$ cat src/rtl/fetch_unit.sv
// fetch_unit: instruction fetch and next-PC stage of the single-cycle MIPS core.
// Owns the PC, fetches over a req/ack port, holds the instruction for decode and
// picks the next PC from the control_unit jump/branch decisions and the ALU zero flag.
//
// state | meaning
// ------+-------------------------------------------------------------
// IDLE  | one-cycle pause after reset; late acks are ignored here
// FETCH | request held at PC, waiting for ack; timeout counter runs
// EXEC  | instruction valid for decode; retires when not stalled
// ERR   | fetch timed out; request dropped until reset
module fetch_unit #(
  parameter logic [31:0] RESET_PC       = 32'h0000_0000,
  parameter int          TIMEOUT_CYCLES = 16
) (
  input  logic        i_clk,
  input  logic        i_rst,
  input  logic        i_stall,
  output logic        o_imem_req,
  output logic [31:0] o_imem_addr,
  input  logic        i_imem_ack,
  input  logic [31:0] i_imem_rdata,
  output logic [31:0] o_instr,
  output logic [5:0]  o_opCode,
  output logic        o_instr_valid,
  output logic [31:0] o_pc,
  output logic [31:0] o_pc_plus4,
  input  logic        i_jump,
  input  logic        i_br_beq,
  input  logic        i_br_bne,
  input  logic        i_zero,
  output logic        o_retire,
  output logic        o_fetch_err
);

  localparam int CW = (TIMEOUT_CYCLES > 2) ? $clog2(TIMEOUT_CYCLES) : 1;
  localparam logic [CW-1:0] CNT_LAST = CW'(TIMEOUT_CYCLES - 1);

  typedef enum logic [1:0] {
    S_IDLE  = 2'd0,
    S_FETCH = 2'd1,
    S_EXEC  = 2'd2,
    S_ERR   = 2'd3
  } state_t;

  state_t        r_state;
  state_t        w_next_state;
  logic [31:0]   r_pc;
  logic [31:0]   r_instr;
  logic [CW-1:0] r_cnt;
  logic          r_err;

  logic          w_load_instr;
  logic          w_cnt_inc;
  logic          w_cnt_clr;
  logic          w_set_err;
  logic          w_pc_upd;

  logic [31:0]   w_seq;
  logic [31:0]   w_brt;
  logic [31:0]   w_jmp;
  logic [31:0]   w_next_pc;
  logic          w_taken;

  // Next-PC candidates; all sums wrap modulo 2^32 naturally.
  assign w_seq     = r_pc + 32'd4;
  assign w_brt     = w_seq + {{14{r_instr[15]}}, r_instr[15:0], 2'b00};
  assign w_jmp     = {w_seq[31:28], r_instr[25:0], 2'b00};
  assign w_taken   = (i_br_beq & i_zero) | (i_br_bne & ~i_zero);
  assign w_next_pc = i_jump ? w_jmp : (w_taken ? w_brt : w_seq);

  assign o_imem_addr = r_pc;
  assign o_instr     = r_instr;
  assign o_opCode    = r_instr[31:26];
  assign o_pc        = r_pc;
  assign o_pc_plus4  = w_seq;
  assign o_fetch_err = r_err;

  // Next-state and per-state strobes.
  always_comb begin
    w_next_state  = r_state;
    o_imem_req    = 1'b0;
    o_instr_valid = 1'b0;
    o_retire      = 1'b0;
    w_load_instr  = 1'b0;
    w_cnt_inc     = 1'b0;
    w_cnt_clr     = 1'b0;
    w_set_err     = 1'b0;
    w_pc_upd      = 1'b0;
    case (r_state)
      S_IDLE: begin
        w_next_state = S_FETCH;
      end
      S_FETCH: begin
        o_imem_req = 1'b1;
        if (i_imem_ack) begin
          // An ack on the final allowed cycle still wins over the timeout.
          w_load_instr = 1'b1;
          w_cnt_clr    = 1'b1;
          w_next_state = S_EXEC;
        end else if (r_cnt == CNT_LAST) begin
          w_set_err    = 1'b1;
          w_next_state = S_ERR;
        end else begin
          w_cnt_inc = 1'b1;
        end
      end
      S_EXEC: begin
        o_instr_valid = 1'b1;
        if (!i_stall) begin
          o_retire     = 1'b1;
          w_pc_upd     = 1'b1;
          w_next_state = S_FETCH;
        end
      end
      S_ERR: begin
        w_next_state = S_ERR;
      end
      default: begin
        w_next_state = S_IDLE;
      end
    endcase
  end

  // State, PC, instruction register, timeout counter and sticky error flag.
  always_ff @(posedge i_clk) begin
    if (i_rst) begin
      r_state <= S_IDLE;
      r_pc    <= {RESET_PC[31:2], 2'b00};
      r_instr <= 32'd0;
      r_cnt   <= '0;
      r_err   <= 1'b0;
    end else begin
      r_state <= w_next_state;
      if (w_load_instr) r_instr <= i_imem_rdata;
      if (w_cnt_clr)      r_cnt <= '0;
      else if (w_cnt_inc) r_cnt <= r_cnt + CW'(1);
      if (w_pc_upd)  r_pc  <= w_next_pc;
      if (w_set_err) r_err <= 1'b1;
    end
  end

endmodule
$ cat config.mk
export PLATFORM = sky130hd
export DESIGN_NAME = fetch_unit
export DESIGN_NICKNAME = d
export VERILOG_FILES = /design/src/rtl/fetch_unit.sv
export SDC_FILE = /design/constraint.sdc
export NUM_CORES = 1
export LEC_CHECK = 0
export CAP_MARGIN = 20
export CORE_MARGIN = 1
export CORE_UTILIZATION = 51
export DETAILED_ROUTE_END_ITERATION = 6
export PLACE_DENSITY = 0.95
export RECOVER_POWER = 100
export REMOVE_ABC_BUFFERS = 1
export SETUP_SLACK_MARGIN = 0.2
export SLEW_MARGIN = 5
export SYNTH_ARGS = -nofsm -noshare
export SYNTH_HDL_FRONTEND = slang
export SYNTH_SLANG_ARGS = --single-unit
$ cat constraint.sdc
create_clock -name i_clk -period 9.2 [get_ports i_clk]
set_input_delay 0.92 -clock i_clk [delete_from_list [all_inputs] [get_ports i_clk]]
set_output_delay 0.92 -clock i_clk [all_outputs]
set_load 0.1 [all_outputs]
; After elaboration in Yosys (flattened, before gate mapping)
; Index checks and enable logic that the tools add are counted.
[word_totals]
register_bits = 71
out_inout_bits = 138
elab_cells = 39
[op_classes]
n_addsub = 3
n_eq_ne = 6
muxes = 18
bitwise = 4
reduce_logical = 3
[op_table]
columns = operator, count
row1 = $mux W32, 2
row2 = $add A32 B3 Y32 const B, 1
row3 = $add A32 B32 Y32, 1
row4 = $mux W1, 12
row5 = $pmux W2 S4, 1
row6 = $mux W2, 3
row7 = $add A4 B1 Y4 const B, 1
row8 = $eq A2 B2 Y1 const B, 2
row9 = $eq A4 B4 Y1 const B, 1
row10 = $ne A3 B3 Y1 const B, 1
row11 = $and A1 B1 Y1, 2
row12 = $eq A2 B1 Y1 const B, 1
row13 = $logic_not A2 Y1, 1
row14 = $ne A2 B2 Y1 const B, 1
row15 = $reduce_and A2 Y1, 1
row16 = $reduce_or A2 Y1, 1
row17 = $not A1 Y1, 1
row18 = $or A1 B1 Y1, 1

; Logic depth before layout (Yosys ltp)
; Gate-level depths: netlist of run 1.
[depth]
ltp_word = 5
mapped_depth = 17

; Least setup slack after synthesis of run 1
; Ideal clock, no wire load.
[synth_timing]
kind = register to register
startpoint = register r_pc[7], in the netlist o_imem_addr[7]
endpoint = register r_pc[31], in the netlist o_imem_addr[31]
setup_ps = 67
arrival_ps = 5736
required_ps = 9133
path_slack_ps = 3397
path_stages_with_launch = 17
synth_period_minus_slack_ps = 5803
cell_sequence = dfxtp_1 and4_1 and3_4 nand4_1 inv_1 nand2_1 xnor2_1 ha_1 o21ai_0 nor2_1 o41a_1 o211ai_1 a21oi_1 a221oi_1 o21ai_1 a31o_1 a21oi_2
[synth_via]
elab_chain_len = 4
[synth_rtl]
columns = item, line
row1 = from (decl), 47  ; logic [31:0] r_pc;
row2 = from (signal assigned), 128  ; r_pc <= {RESET_PC[31:2], 2'b00};
row3 = from (signal assigned), 137  ; if (w_pc_upd) r_pc <= w_next_pc;
row4 = $add A32 B3 Y32, 65  ; assign w_seq = r_pc + 32'd4;
row5 = net o_pc_plus4[16], 26  ; output logic [31:0] o_pc_plus4,
row6 = $add A32 B32 Y32, 66  ; assign w_brt = w_seq + {{14{r_instr[15]}}, r_instr[15:0], 2'b00};
row7 = $mux W32 (2 in a row), 69  ; assign w_next_pc = i_jump ? w_jmp : (w_taken ? w_brt : w_seq);
; The timed path passes the listed nets, and every way through them passes these cells.
; A chain may end at the register's enable or synchronous reset.

; Worst setup path in the final report of run 1
[layout_timing]
startpoint = input i_stall
endpoint = output o_retire
[layout_via]
elab_chain_len = 2
[layout_rtl]
columns = item, line
row1 = from (decl), 17  ; input logic i_stall,
row2 = $mux W1, 109  ; if (!i_stall) begin
row3 = $mux W1, 89  ; case (r_state)
row4 = to (decl), 31  ; output logic o_retire,
; No other way between the ends.

==> run metrics, run 1 <==
post-route ant nets=0; unrepaired setup endpoints after global routing=false; CP Class=in -> out; vias in the first global route=approximately 5300; post-cts resize count=0; P_leak=around 0.0032 uW; crit path from=i_stall; effective utilization at floorplan=0.524; DR iter-0 viols=384; Critical Path RT=between 8 and 9 ns; Antenna diodes=0; largest net degree at the start of global routing=around 70; Synth Flop Type=dfxtp_1; failing checks=max-capacitance violations, max-slew violations; syn avg cell area=7.60 um2; f_max=~150 MHz; Peak VDD IR=around 0.00011 V; complex-gate fraction of the synthesized area=0.241; Max Root-Sink Buffers=2; Fillers=around 830; later-pin clock latency in the skew report=approximately 0.36 ns; initial antenna violation count=0; Register-to-Register Path Depth=9; pre-CTS WS=approximately 4.3 ns; WL/cell=about 16 um; Rel. slew slack=-0.358; Pwr per Cell Area=around 130 nW/um2; simple-gate share of the synthesized area=0.225; status=complete, but fails checks; final non-filler cell total=a little under 1000; Crit Path Max Fanout=43; maxcap violations=3; Setup Buffers After CTS=0; Sw Ratio=0.397; die area=between 10000 and 15000 um2; Seq. cell area=approximately 1400 um2; chip height=between 100 and 150 um; Reg clk slew, reported paths=~0.08 ns; final hold violation count=0; post-layout net count=~910; Vias=about 5600; row count=37; Internal Power=roughly 540 uW; GPL Wtd Cong=about 0.93; Critical Path End=o_retire; CP Cell Sequence=dlygate4sd3_1 -> nand2b_1 -> clkbuf_1 -> clkinv_1 -> dlygate4sd3_1; Synth cell types=69; H-tree depth=3; synth-to-layout area growth=32.0%; Switch Pwr=354 uW; Clock Skew=0.0187 ns; reg2reg end=o_imem_addr[31]; crit path time final=between 6 and 7 ns; Final period util=0.727; placed cell areas=between 6000 and 7000 um2; multiplexer share of the synthesized area=0.0114; Synth top area share=0.256; Die W=105 um; Reg power frac=0.362; area of the multi-input gates=roughly 3500 um2; Post-synth EDFFs=0; final setup TNS=0 ns; Post-Route WL=approximately 16000 um; combinational power share=0.304; first-pass GRT wire length=between 20000 and 30000 um; CTS Buf Count=9; grt total ovfl=0; Cells after Synth=between 700 and 800; ranking of synthesized cells by area=dfxtp_1 26%, ha_1 8.6%, nand2_1 8.1%, a21oi_1 7.7%, buf_4 5.9%; Total Power=893 uW; worst path arrival time=5.76 ns; Post-Synth XOR/XNOR Area=0.0829; crit-path max cell delay=around 1.5 ns; overall routing resource usage=0.286; DRC viols=0; Final Instance Area=~7100 um2; largest family of logic cells by synthesized area=compound AO/OA/AOI/OAI gates; hold_sp=o_instr[28]; Crit. End Element=output pin; sequential element share of the synthesized area=0.256; Synth Register Bits=69; Clk pwr share=0.334; dpl cells=about 950; I/O Buffers=between 150 and 200; via/cell ratio=between 5 and 6; count leader, synth=nand2_1; CTS root buf=clkbuf_8; router iterations before antenna repair=7; Async SR Flop Fraction=0; share of layout cells above drive strength 1=0.0373; Synth Area in Adders=0.0896; area leader, netlist=dfxtp_1; Synth Cell Area=approximately 5400 um2; cts hold-fix bufs=0; measured slew at the worst slew-check pin=2.04 ns; Slew Viols, Final=roughly 120; CTS Sinks=between 60 and 70; top cells by count, synth=117 x nand2_1, 83 x a21oi_1, 69 x dfxtp_1, 49 x nor2_1, 42 x buf_4; Slowest cell on crit path=clkbuf_1; setup slack, reg-to-reg=4.66 ns; dpl hpwl=~11000 um; Worst path most repeated cell=dlygate4sd3_1; core region area=between 10000 and 15000 um2; CTS tree=built; Startpoint Class=input pin; Final WS setup=~2.5 ns; RR Startpoint=r_state[1]; synth warn=0; Setup violations, final=0; worst min path class=reg -> reg; # IOs=roughly 180
stage by stage:
stage	hold WS (ns)	utilization
6_report	0.467	0.692
5_1_grt	0.496	0.692
4_1_cts	0.478	0.691
3_5_place_dp	0.464	0.669
3_3_place_gp	0.455	0.669
2_1_floorplan	0.480	-
power groups by stage:
| stage | sequential (uW) | combinational [uW] | clock, uW |
|---|---|---|---|
| 4_1_cts | 324 | 275 | 301 |
| 2_1_floorplan | 424 | 102 | 0 |
| 3_5_place_dp | 331 | 274 | 0 |
| 6_report | 323 | 271 | 298 |
| 5_1_grt | 325 | 284 | 318 |
| 3_3_place_gp | 330 | 271 | 0 |
critical path, delay by kind of cell:
family | cells | cell delay, ns
buffers and inverters | 4 | 4.71
and+or+nand+nor | 1 | 0.11
state kept, by name, summed over array words and instances, names as in the netlist:
register     cells
o_fetch_err      1
o_imem_addr     30
o_instr         32
r_cnt            4
r_state          2
worst min path at each step:
stage                   to  slack [ns]  cells after the start
2_1_floorplan   r_state[1]        0.48                      2
3_5_place_dp   o_instr[29]        0.46                      2
3_3_place_gp   o_fetch_err        0.46                      2
5_1_grt        o_instr[27]        0.50                      2
6_report       o_instr[28]        0.47                      2
4_1_cts        o_instr[28]        0.48                      2
layout make-up:
cell class,instances,area share
Tap cell,136,0.0239
Inverter,13,0.00686
Sequential cell,69,0.194
Timing Repair Buffer,177,0.247
Clock buffer,10,0.0193
Clock inverter,6,0.0132
Multi-Input combinational cell,557,0.495
cell usage in the layout (no fill, tap or decap), types with 4 or more instances in the layout:
master / n
dlygate4sd3_1: 135
nand2_1: 117
a21oi_1: 83
dfxtp_1: 69
nor2_1: 49
ha_1: 37
clkdlybuf4s50_1: 35
xnor2_1: 32
o211ai_1: 23
o21ai_0: 21
xor2_1: 19
nand3_1: 16
and3_1: 13
a21o_1: 13
inv_1: 11
nor3_1: 10
clkbuf_8: 10
nand4_1: 9
o21a_1: 8
a211oi_1: 7
nor2b_1: 6
nand2b_1: 6
and4_1: 6
conb_1: 6
o21bai_1: 5
o21ai_1: 4
mux2i_1: 4
nor4_1: 4
o211a_1: 4
layer usage:
| metal | share of wire | GRT usage |
|---|---|---|
| met5 | 0 | 0 |
| met4 | 0.016 | 0.0946 |
| met3 | 0.077 | 0.0543 |
| met2 | 0.50 | 0.500 |
| met1 | 0.41 | 0.351 |
logic make-up (layout without fill, tap and decap cells):
logic type / count (synthesis) / after routing
multiplexers: 6 / 6
AND/OR/NAND/NOR: 254 / 254
buffers and inverters: 88 / 206
other: 1 / 6
XOR/XNOR: 51 / 51
AO/OA/AOI/OAI: 202 / 202
adder cells (fa/ha/maj): 38 / 38
flip-flops: 69 / 69
No activity file was read; power rests on OpenSTA's default activity.
==> inputs of run 2 (changes only) <==
--- a/config.mk
+++ b/config.mk
@@ -7,9 +7,9 @@
 export LEC_CHECK = 0
 export CAP_MARGIN = 20
 export CORE_MARGIN = 1
-export CORE_UTILIZATION = 51
+export CORE_UTILIZATION = 47
 export DETAILED_ROUTE_END_ITERATION = 6
-export PLACE_DENSITY = 0.95
+export PLACE_DENSITY = 0.89
 export RECOVER_POWER = 100
 export REMOVE_ABC_BUFFERS = 1
 export SETUP_SLACK_MARGIN = 0.2
==> constraint.sdc (replaced) <==
create_clock -name i_clk -period 6.34 [get_ports i_clk]
set_input_delay 0.634 -clock i_clk [delete_from_list [all_inputs] [get_ports i_clk]]
set_output_delay 0.634 -clock i_clk [all_outputs]
set_load 0.1 [all_outputs]
==> run 2 against run 1 <==
Compared with the run above:
- the flow still finishes with violations (max-capacitance violations, max-slew violations)
- largest power group unchanged
- non-clock buffer count increased by 2
- count of clock-buffer cells in the layout unchanged
- via count decreased by 1.7%
==> run metrics, run 2 (synthesis results as in run 1) <==
CTS root buf=clkbuf_16; reg2reg end=o_imem_addr[31]; vias in the first global route=roughly 5100; core region area=roughly 11000 um2; die area=11900 um2; first-pass GRT wire length=approximately 25000 um; Antenna diodes=0; synth-to-layout area growth=33.3%; overall routing resource usage=0.262; max reg flops=32; measured slew at the worst slew-check pin=about 3.2 ns; status=complete, but fails checks; Register-to-Register Path Depth=15; Fillers=just under 900; post-layout net count=~910; grt total ovfl=0; WL met2=~7400 um; RR Startpoint=o_imem_addr[2]; # IOs=178; WL/cell=approximately 16 um; Rel. slew slack=-1.14; crit path from=o_imem_addr[2]; failing checks=max-capacitance violations, max-slew violations; DR iter-0 viols=roughly 220; unrepaired setup endpoints after global routing=false; Final period util=0.661; top layer in use=met4; H-tree depth=3; CTS Buf Count=9; Setup violations, final=0; Peak VDD IR=0.000189 V; CTS tree=built; dpl hpwl=between 10000 and 15000 um; Max Root-Sink Buffers=2; Die W=about 110 um; most common cell after layout, fill and taps aside=dlygate4sd3_1; DRC viols=0; Crit. End Element=output pin; via/cell ratio=5.65; M1 WL=~6700 um; router iterations before antenna repair=5; Fin Hold WS=about 0.46 ns; setup slack, reg-to-reg=2.28 ns; P_leak=about 0.0033 uW; worst path arrival time=roughly 3.6 ns; Pwr per Cell Area=around 190 nW/um2; chip height=109 um; largest net degree at the start of global routing=69; initial antenna violation count=0; cts hold-fix bufs=0; later-pin clock latency in the skew report=about 0.33 ns; post-cts resize count=0; crit path time final=4.19 ns; Slew Viols, Final=69; final hold violation count=0; maxcap violations=1; f_max=roughly 240 MHz; I/O Buffers=roughly 170; Critical Path End=o_pc_plus4[30]; CP Class=reg -> out; Reg clk slew, reported paths=0.06 ns; wire length on met3=1060 um; Vias=5502; effective utilization at floorplan=0.491; Crit Path Max Fanout=7; Critical Path RT=5.71 ns; final setup TNS=0 ns; worst min path class=reg -> reg; Clock Skew=around 0.0085 ns; post-layout util=0.654; Startpoint Class=flop; commonest non-fill, non-tap cells in the layout=132 x dlygate4sd3_1, 117 x nand2_1, 83 x a21oi_1; share of layout cells above drive strength 1=0.0420; post-route ant nets=0; Setup Buffers After CTS=0; Post-Route WL=roughly 15000 um; CTS Sinks=69; GPL Wtd Cong=roughly 0.91; row count=38
[run 2: cell types whose count changed in the layout (fill, tap and decap cells not counted), moves of 3 or more]
cell	delta
clkbuf_8	-10
clkbuf_16	+9
clkdlybuf4s50_1	+3
dlygate4sd3_1	-3
buf_4	+4
clkinv_2	+3
[run 2: through the flow]
step	worst slack, ns	area, um2	total power (uW)	instances
6_report	2.15	7180	1330	974
3_5_place_dp	2.48	6890	879	957
5_1_grt	1.91	7180	1380	974
2_1_floorplan	-0.258	4950	764	639
3_3_place_gp	2.61	6890	875	957
4_1_cts	2.20	7160	1350	973
[run 2: final cells by class]
type	instances	area, um2	share of cell area
Inverter	13	48.8	0.00679
Sequential cell	69	1380	0.192
Multi-Input combinational cell	557	3530	0.491
Clock buffer	10	229	0.0319
Tap cell	140	175	0.0244
Clock inverter	6	40.0	0.00557
Timing Repair Buffer	179	1780	0.248
[run 2: worst min path at each step]
stage | start | to | slack (ns) | cells past startpoint
floorplan | r_state[0] | r_state[1] | 0.48 | 2
global placement | o_instr[29] | o_instr[29] | 0.46 | 2
detailed placement | o_instr[29] | o_instr[29] | 0.47 | 2
CTS | o_instr[29] | o_instr[29] | 0.47 | 2
global route | o_instr[24] | o_instr[24] | 0.49 | 2
finish | o_instr[29] | o_instr[29] | 0.46 | 2
[run 2: critical path: stages (launching register included)]
cell	delay, ns
dfxtp_1	0.43
ha_1	0.24
and2_0	0.37
nand4_1	0.18
nor2_1	0.30
nand4_1	0.17
xnor2_1	0.30
dlygate4sd3_1	1.25
[run 2: metal layers]
metal / vias to the layer above / GRT usage
li1: 2739 / -
met1: 2559 / 0.341
met2: 187 / 0.441
met3: 17 / 0.0460
met4: 0 / 0.0763
met5: - / 0
[run 2: power by group]
part           internal, uW  total, uW  switching (uW)
clock                   264        465             201
combinational          98.0        395             297
sequential              449        470            20.5
